## src/rtl/uart_pkg.sv

```systemverilog
// Shared types and constants for the UART receive path.
// Latency: n/a (types only).
// Backpressure: n/a.
package uart_pkg;

  // Data-size select (cr_ds_i)
  localparam logic DS_8BIT = 1'b0;
  localparam logic DS_7BIT = 1'b1;

  // Bit positions inside an 11-bit received frame
  localparam int FRAME_BITS     = 11;
  localparam int FRAME_DATA_LSB = 0;
  localparam int FRAME_DATA_MSB = 7;

  // One character time is a full frame of bit periods
  localparam int BITS_PER_CHAR  = 11;

  // One receive FIFO entry
  typedef struct packed {
    logic       fe;
    logic       pe;
    logic [7:0] data;
  } rx_entry_t;

  // RX idle-timeout tracker states
  typedef enum logic [1:0] {
    TO_IDLE    = 2'd0,
    TO_ARMED   = 2'd1,
    TO_EXPIRED = 2'd2
  } to_state_t;

endpackage

```

## src/rtl/rx_backend_if.sv

```systemverilog
// Frame hand-off from rx_frontend to rx_backend.
// Latency: n/a (wires only); valid is a one-cycle strobe.
// Backpressure: none; the receiver must accept or drop the frame.
//   frame      : 11-bit received frame, data LSB-first in [7:0]
//   parity_err : parity error of frame
//   frame_err  : stop-bit error of frame
//   valid      : frame/error fields valid this cycle
interface rx_backend_if;
  import uart_pkg::*;

  logic [FRAME_BITS-1:0] frame;
  logic                  parity_err;
  logic                  frame_err;
  logic                  valid;

  modport master (output frame, parity_err, frame_err, valid);
  modport slave  (input  frame, parity_err, frame_err, valid);
endinterface

```

## src/rtl/rx_fifo.sv

```systemverilog
// Generic synchronous FIFO with level count and registered pointers.
// Latency: push visible on dout_o/level_o the cycle after push_i.
// Backpressure: push ignored when full unless pop_i the same cycle; pop ignored when empty.
//   push_i/din_i : write request and data     pop_i   : remove head entry
//   dout_o       : head entry (stale when empty)
//   full_o/empty_o/level_o : occupancy         push_ok_o : push accepted this cycle
module rx_fifo #(
  parameter int WIDTH = 10,
  parameter int DEPTH = 8
) (
  input  logic                       clk_i,
  input  logic                       rst_i,
  input  logic                       push_i,
  input  logic [WIDTH-1:0]           din_i,
  input  logic                       pop_i,
  output logic [WIDTH-1:0]           dout_o,
  output logic                       full_o,
  output logic                       empty_o,
  output logic [$clog2(DEPTH+1)-1:0] level_o,
  output logic                       push_ok_o
);
  localparam int AW = $clog2(DEPTH);
  localparam int LW = $clog2(DEPTH+1);

  logic [WIDTH-1:0] mem [DEPTH];
  logic [AW-1:0]    wptr, rptr;
  logic [LW-1:0]    level;
  logic             push_ok, pop_ok;

  assign full_o    = (level == LW'(DEPTH));
  assign empty_o   = (level == '0);
  // A pop in the same cycle frees the slot a push into a full FIFO needs
  assign push_ok   = push_i & (~full_o | pop_i);
  assign pop_ok    = pop_i & ~empty_o;
  assign push_ok_o = push_ok;
  assign level_o   = level;
  assign dout_o    = mem[rptr];

  always_ff @(posedge clk_i) begin
    if (push_ok) mem[wptr] <= din_i;
  end

  always_ff @(posedge clk_i) begin
    if (!rst_i) begin
      wptr  <= '0;
      rptr  <= '0;
      level <= '0;
    end else begin
      if (push_ok) wptr <= wptr + 1'b1;
      if (pop_ok)  rptr <= rptr + 1'b1;
      case ({push_ok, pop_ok})
        2'b10:   level <= level + 1'b1;
        2'b01:   level <= level - 1'b1;
        default: level <= level;
      endcase
    end
  end
endmodule

```

## src/rtl/rx_backend.sv

```systemverilog
// RX backend: frame data extraction, receive FIFO, overrun, RX interrupt, optional idle timeout.
// Latency: frame strobe -> rxne_o/rxdr_o next cycle; rd_i -> next head next cycle.
// Backpressure: none upstream; frames arriving at a full FIFO without a same-cycle read are dropped and flag ore_o.
//   clk_i, rst_i (sync active-low)   fe : frame hand-off (rx_backend_if.slave)
//   cr_clk_div_i, cr_ds_i : config   rd_i, sr_clr_i : register-side pop / sticky clear
//   rxdr_o, pe_o, fe_o : head entry (0 when empty)   rxne_o, rxf_o, ore_o, level_o, timeout_o, irq_o : status
// Optional feature: define WBUART_RX_TIMEOUT_EN to build the idle-timeout tracker.
module rx_backend
  import uart_pkg::*;
#(
  parameter int DEPTH         = 8,
  parameter int IRQ_THRESHOLD = 1,
  parameter int TIMEOUT_CHARS = 4
) (
  input  logic                       clk_i,
  input  logic                       rst_i,
  input  logic [15:0]                cr_clk_div_i,
  input  logic                       cr_ds_i,
  rx_backend_if.slave                fe,
  input  logic                       rd_i,
  input  logic                       sr_clr_i,
  output logic [7:0]                 rxdr_o,
  output logic                       pe_o,
  output logic                       fe_o,
  output logic                       rxne_o,
  output logic                       rxf_o,
  output logic                       ore_o,
  output logic [$clog2(DEPTH+1)-1:0] level_o,
  output logic                       timeout_o,
  output logic                       irq_o
);
  localparam int LW = $clog2(DEPTH+1);
  localparam logic [LW-1:0] IRQ_LEVEL = LW'(IRQ_THRESHOLD);

  rx_entry_t     entry_in, head;
  logic [$bits(rx_entry_t)-1:0] head_raw;
  logic          full, empty, push_ok;
  logic [LW-1:0] level;
  logic          ore;
  logic          ore_set;

  // Frame bits above the data byte (stop/parity positions) are not stored
  logic unused_frame_bits;
  assign unused_frame_bits = ^fe.frame[FRAME_BITS-1:FRAME_DATA_MSB+1];

  always_comb begin
    entry_in      = '0;
    entry_in.fe   = fe.frame_err;
    entry_in.pe   = fe.parity_err;
    entry_in.data = fe.frame[FRAME_DATA_MSB:FRAME_DATA_LSB];
    if (cr_ds_i == DS_7BIT) entry_in.data[7] = 1'b0;
  end

  rx_fifo #(
    .WIDTH ($bits(rx_entry_t)),
    .DEPTH (DEPTH)
  ) u_fifo (
    .clk_i     (clk_i),
    .rst_i     (rst_i),
    .push_i    (fe.valid),
    .din_i     (entry_in),
    .pop_i     (rd_i),
    .dout_o    (head_raw),
    .full_o    (full),
    .empty_o   (empty),
    .level_o   (level),
    .push_ok_o (push_ok)
  );

  assign head = rx_entry_t'(head_raw);

  // Any strobe the FIFO refused is an overrun
  assign ore_set = fe.valid & ~push_ok;

  always_ff @(posedge clk_i) begin
    if (!rst_i) ore <= 1'b0;
    else        ore <= ore_set | (ore & ~sr_clr_i);
  end

`ifdef WBUART_RX_TIMEOUT_EN
  localparam int TO_BITS = BITS_PER_CHAR * TIMEOUT_CHARS;
  localparam int BW      = $clog2(TO_BITS + 1);

  to_state_t     state, state_nxt;
  logic [15:0]   presc;
  logic [BW-1:0] bit_cnt;
  logic [15:0]   div_m1;
  logic          tick, pop_ok, empty_nxt, restart, count_en;

  assign pop_ok    = rd_i & ~empty;
  // FIFO empty after this edge: nothing pushed and either already empty or last entry popped
  assign empty_nxt = ~push_ok & (empty | (pop_ok & (level == LW'(1))));
  assign div_m1    = (cr_clk_div_i == 16'd0) ? 16'd0 : cr_clk_div_i - 16'd1;
  assign tick      = (presc == div_m1);

  always_comb begin
    state_nxt = state;
    restart   = 1'b0;
    count_en  = 1'b0;
    case (state)
      TO_IDLE: begin
        if (push_ok) begin
          state_nxt = TO_ARMED;
          restart   = 1'b1;
        end
      end
      TO_ARMED: begin
        if (empty_nxt) begin
          state_nxt = TO_IDLE;
          restart   = 1'b1;
        end else if (push_ok | pop_ok) begin
          restart = 1'b1;
        end else begin
          count_en = 1'b1;
          if (tick && bit_cnt == BW'(TO_BITS - 1)) state_nxt = TO_EXPIRED;
        end
      end
      TO_EXPIRED: begin
        if (pop_ok | sr_clr_i) begin
          state_nxt = empty_nxt ? TO_IDLE : TO_ARMED;
          restart   = 1'b1;
        end else if (push_ok) begin
          restart = 1'b1;
        end
      end
      default: state_nxt = TO_IDLE;
    endcase
  end

  always_ff @(posedge clk_i) begin
    if (!rst_i) begin
      state   <= TO_IDLE;
      presc   <= '0;
      bit_cnt <= '0;
    end else begin
      state <= state_nxt;
      if (restart) begin
        presc   <= '0;
        bit_cnt <= '0;
      end else if (count_en) begin
        if (tick) begin
          presc   <= '0;
          bit_cnt <= bit_cnt + 1'b1;
        end else begin
          presc <= presc + 16'd1;
        end
      end
    end
  end

  assign timeout_o = (state == TO_EXPIRED);
`else
  logic unused_cfg;
  assign unused_cfg = ^cr_clk_div_i;
  assign timeout_o  = 1'b0;
`endif

  assign rxdr_o  = empty ? 8'h00 : head.data;
  assign pe_o    = ~empty & head.pe;
  assign fe_o    = ~empty & head.fe;
  assign rxne_o  = ~empty;
  assign rxf_o   = full;
  assign ore_o   = ore;
  assign level_o = level;
  assign irq_o   = (level >= IRQ_LEVEL) | ore | timeout_o;
endmodule

```

## src/flat_wrapper.sv

```systemverilog
// flat-port wrapper written by rule: the top's interface ports become plain ports
module rx_backend_flat import uart_pkg::*;
#(
  parameter int DEPTH         = 8,
  parameter int IRQ_THRESHOLD = 1,
  parameter int TIMEOUT_CHARS = 4
)
  (clk_i, rst_i, cr_clk_div_i, cr_ds_i, rd_i, sr_clr_i, rxdr_o, pe_o, fe_o, rxne_o, rxf_o, ore_o, level_o, timeout_o, irq_o, fe_frame, fe_parity_err, fe_frame_err, fe_valid);
  rx_backend_if fe_i ();
  input  logic clk_i;
  input  logic rst_i;
  input  logic [15:0] cr_clk_div_i;
  input  logic cr_ds_i;
  input  logic rd_i;
  input  logic sr_clr_i;
  output logic [7:0] rxdr_o;
  output logic pe_o;
  output logic fe_o;
  output logic rxne_o;
  output logic rxf_o;
  output logic ore_o;
  output logic [$clog2(DEPTH+1)-1:0] level_o;
  output logic timeout_o;
  output logic irq_o;
  input wire logic [$bits(fe_i.frame)-1:0] fe_frame;
  input wire logic [$bits(fe_i.parity_err)-1:0] fe_parity_err;
  input wire logic [$bits(fe_i.frame_err)-1:0] fe_frame_err;
  input wire logic [$bits(fe_i.valid)-1:0] fe_valid;
  assign fe_i.frame = fe_frame;
  assign fe_i.parity_err = fe_parity_err;
  assign fe_i.frame_err = fe_frame_err;
  assign fe_i.valid = fe_valid;
  rx_backend #(.DEPTH(DEPTH), .IRQ_THRESHOLD(IRQ_THRESHOLD), .TIMEOUT_CHARS(TIMEOUT_CHARS)) u_core (.clk_i(clk_i), .rst_i(rst_i), .cr_clk_div_i(cr_clk_div_i), .cr_ds_i(cr_ds_i), .fe(fe_i), .rd_i(rd_i), .sr_clr_i(sr_clr_i), .rxdr_o(rxdr_o), .pe_o(pe_o), .fe_o(fe_o), .rxne_o(rxne_o), .rxf_o(rxf_o), .ore_o(ore_o), .level_o(level_o), .timeout_o(timeout_o), .irq_o(irq_o));
endmodule
```

## config.mk

```make
export PLATFORM = sky130hd
export DESIGN_NAME = rx_backend_flat
export DESIGN_NICKNAME = d
export VERILOG_FILES = /design/src/rtl/uart_pkg.sv /design/src/rtl/rx_backend_if.sv /design/src/rtl/rx_fifo.sv /design/src/rtl/rx_backend.sv /design/src/flat_wrapper.sv
export SDC_FILE = /design/constraint.sdc
export NUM_CORES = 1
export LEC_CHECK = 0
export ABC_AREA = 1
export CAP_MARGIN = 20
export CORE_AREA = 2 2 96 98
export CTS_CLUSTER_DIAMETER = 200
export DETAILED_ROUTE_END_ITERATION = 7
export DIE_AREA = 0 0 98 100
export PLACE_DENSITY = 0.69
export SETUP_SLACK_MARGIN = 0.5
export SLEW_MARGIN = 10
export SYNTH_ARGS = -nofsm -noshare
export SYNTH_HDL_FRONTEND = slang
export SYNTH_SLANG_ARGS = --single-unit
```

## constraint.sdc

```tcl
create_clock -name clk_i -period 3.5 [get_ports clk_i]
set_input_delay 0.7 -clock clk_i [delete_from_list [all_inputs] [get_ports clk_i]]
set_output_delay 0.7 -clock clk_i [all_outputs]
set_load 0.02 [all_outputs]
```

==> summary.md <==
| Metric | Value |
|---|---|
| Largest net degree at the start of global routing | slightly above 40 |
| Placer congestion estimate | between 0.7 and 0.8 |
| CTS Sinks | 94 |
| Initial DRC Count | between 150 and 200 |
| CTS Buffer Depth | 2 |
| CP Data Required Time | roughly 2.8 ns |
| Syn Nets | between 400 and 500 |
| Max-slew headroom | between 60% and 70% |
| Avg Inst Size Synth | around 10 sq um |
| Number of nets in the layout | 507 |
| Ports | 54 |
| Arr. time, crit path | ~2.2 ns |
| Sequential fraction of design power | between 40% and 50% |
| Die Ht | 100 microns |
| Crit path cell chain | inv_1 > ha_2 > nand3_4 > buf_4 > nand2_1 > nor2_1 > clkdlybuf4s50_1 |
| Initial antenna violation count | 0 |
| Post-route DRC violation count | 0 |
| Worst path max stage delay | roughly 0.6 ns |
| Run status | finished, final reports clean |
| TritonCTS clock tree | built |
| CTS buffer count | 9 |
| Least-Margin Pin Slew | 0.527 ns |
| Starting density of the core | 47.7% |
| Gate power share | about two fifths |
| Max Freq | roughly 350 MHz |
| Pint | roughly 2.0 mW |
| Yosys top cell area share | between 50 and 60% |
| Peak VDD IR | ~360 uV |
| Port buffer count | 33 |
| Setup Viol. Count Final | 0 |
| Total gr overflow | 0 |
| Number of library cell types mapped by synthesis | 26 |
| Hold buffer count at cts | 0 |
| Vias | between 2k and 3k |
| Core area | a little under 9000 sq um |
| CTS Root Cell | clkbuf_8 |
| Vias in the first global route | 2,702 |
| Hold Vio Cnt, Final | 0 |
| Vias/cell | around 4.9 |
| Synth area leader | edfxtp_1 |
| H-tree depth | 3 |
| Pwr Density | between 600 and 700 nW/um^2 |
| Max-cap violations | 0 |
| First-pass GRT wire length | ~13,000 microns |
| Routed Wire Length | about 8300 microns |
| Die footprint | between 9000 and 10,000 sq um |
| # rows | 35 |
| Path type of the worst setup path | reg2out |
| ANT nets after route | 0 |
| Switching power | 1.17 mW |
| Seq/Total Area, Yosys | a little over three fifths |
| Later-pin clock latency in the skew report | around 0.36 ns |
| Initial DRT Pass Iterations | 4 |
| Unrepaired setup endpoints after global routing | no |
| Max-slew violations | 0 |
| Largest fanout on the critical path | 9 |
| Tightest Hold Check Type | reg2reg |
| Area of the mapped netlist | ~4200 sq um |
| Leakage | around 2.1 nW |
| Clk pin slew, worst setup/hold paths | around 0.090 ns |
| Sw Ratio | 36.8% |
| Final Cycle Share | around 82% |
| Share of layout cells above drive strength 1 | between 10% and 20% |
| Final clock skew | 0.0150 ns |
| N_diodes | 0 |
| Top cells by area in the synthesized netlist | edfxtp_1 (57%), nand2_1 (13%), dfxtp_1 (6.6%) |
| Worst Setup Start Kind | flip-flop |
| DP HPWL | roughly 5300 microns |
| Clock share of power | roughly a fifth |
| Synth Instances | between 400 and 500 |
| Layout area overhead | 15.2% |
| GRT Resource Usage Total | 17.8% |
| Critical path's slowest cell | clkdlybuf4s50_1 |
| Wire length per cell | about 14 microns |
| TNS Setup | 0 ns |
| Final core occ | 54.9% |
| Crit end category | output port |
| Die X | approximately 100 microns |
| Synth warn | 0 |
| Seq cells post-synth | 94 |
| Min cycle time layout | 2.88 ns |
[worst max-delay path: cells and delay by family (launching register included)]
family	cells	cell delay, ns
adders and majority gates	1	0.24
buffers and inverters	3	0.88
and+or+nand+nor	3	0.29
DFF	1	0.42
[state kept, by name, summed over array words and instances (netlist names), named ones only]
signal and flops:
u_core.u_fifo.mem 80, u_core.ore_o 1, u_core.u_fifo.level_o 4, u_core.u_fifo.wptr 3, u_core.u_fifo.rptr 3
[cell usage after synthesis]
cell      number
nand2_1      152
edfxtp_1      80
nor2_1        41
inv_1         34
nand2_2       30
nand3_1       26
dfxtp_1       14
buf_4          9
a21oi_1        8
ha_1           6
buf_12         3
inv_2          3
buf_2          2
buf_6          2
o21ai_0        2
xor2_1         2
clkbuf_1       1
conb_1         1
inv_8          1
nand3_2        1
nand4_1        1
nand4_2        1
nor3_1         1
nor3_2         1
o21ai_1        1
or3_1          1
[what timing repair did]
| action | in CTS | in global routing |
|---|---|---|
| endpoints found under the hold margin | 0 | 0 |
| resized for setup | 3 | 8 |
| endpoints found under the setup margin | 8 | 10 |
| setup buffers | 0 | 2 |
| pin swaps | 0 | 1 |
[layout make-up]
class	count	area, sq um
fill	800	4010
sequential	94	2680
multi-input combinational	275	1250
timing repair buffer	48	473
inverter	38	163
tap	111	139
clock buffer	9	124
clock inverter	7	48.8
[cells by family after synthesis]
group	Yosys count	synth area share, %
AOI/OAI and AO/OA	11	1.30
xor gates and xnor gates	2	0.413
adders and majority gates	6	1.77
buffers and inverters	55	7.41
DFF	94	63.3
other	1	0.0884
and+or+nand+nor	255	25.8
[power by group through the flow]
stage | logic (mW) | registers [mW] | clock network, mW
final | 1.21 | 1.32 | 0.645
after global routing | 1.34 | 1.32 | 0.704
after CTS | 1.17 | 1.32 | 0.654
after detailed placement | 1.15 | 1.34 | 0
after global placement | 1.13 | 1.34 | 0
after floorplan | 0.811 | 1.35 | 0
[cells in the final DEF, fill, tap and decap left out, types with 2 or more instances in the layout]
cell / n
a21oi_1: 8
buf_4: 13
clkbuf_8: 9
clkdlybuf4s50_1: 29
clkinv_2: 3
clkinvlp_4: 2
dfxtp_1: 14
dlymetal6s2s_1: 4
edfxtp_1: 80
ha_1: 5
inv_1: 33
inv_2: 3
inv_6: 2
nand2_1: 152
nand2_2: 30
nand3_1: 26
nor2_1: 41
o21ai_0: 2
xor2_1: 2
[final timing paths]
kind | from | end | slack [ns] | cells after the start
setup / recovery | u_core.u_fifo.level_o[0] | rxdr_o[3] | 0.62 | 7
hold / removal | u_core.ore_o | u_core.ore_o | 0.49 | 2
setup reg to reg | u_core.u_fifo.level_o[1] | u_core.u_fifo.level_o[3] | 1.39 | 10
hold reg to reg | u_core.ore_o | u_core.ore_o | 0.49 | 2
[per-stage QoR]
step | hold slack (ns) | cell area (sq um) | instances | worst slack [ns] | total power, mW
after floorplan | 0.470 | 4240 | 424 | 1.34 | 2.16
after global placement | 0.470 | 4640 | 564 | 0.774 | 2.46
after detailed placement | 0.473 | 4640 | 564 | 0.764 | 2.48
after CTS | 0.493 | 4830 | 580 | 0.484 | 3.14
after global routing | 0.517 | 4880 | 582 | 0.503 | 3.37
final | 0.489 | 4880 | 582 | 0.624 | 3.18
[layer usage]
layer / share of wire [%] / track usage, %
met1: 44 / 22.7
met2: 49 / 30.9
met3: 5.7 / 2.99
met4: 1.6 / 6.41
met5: 0 / 0
Power figures use the tool's default switching activity.
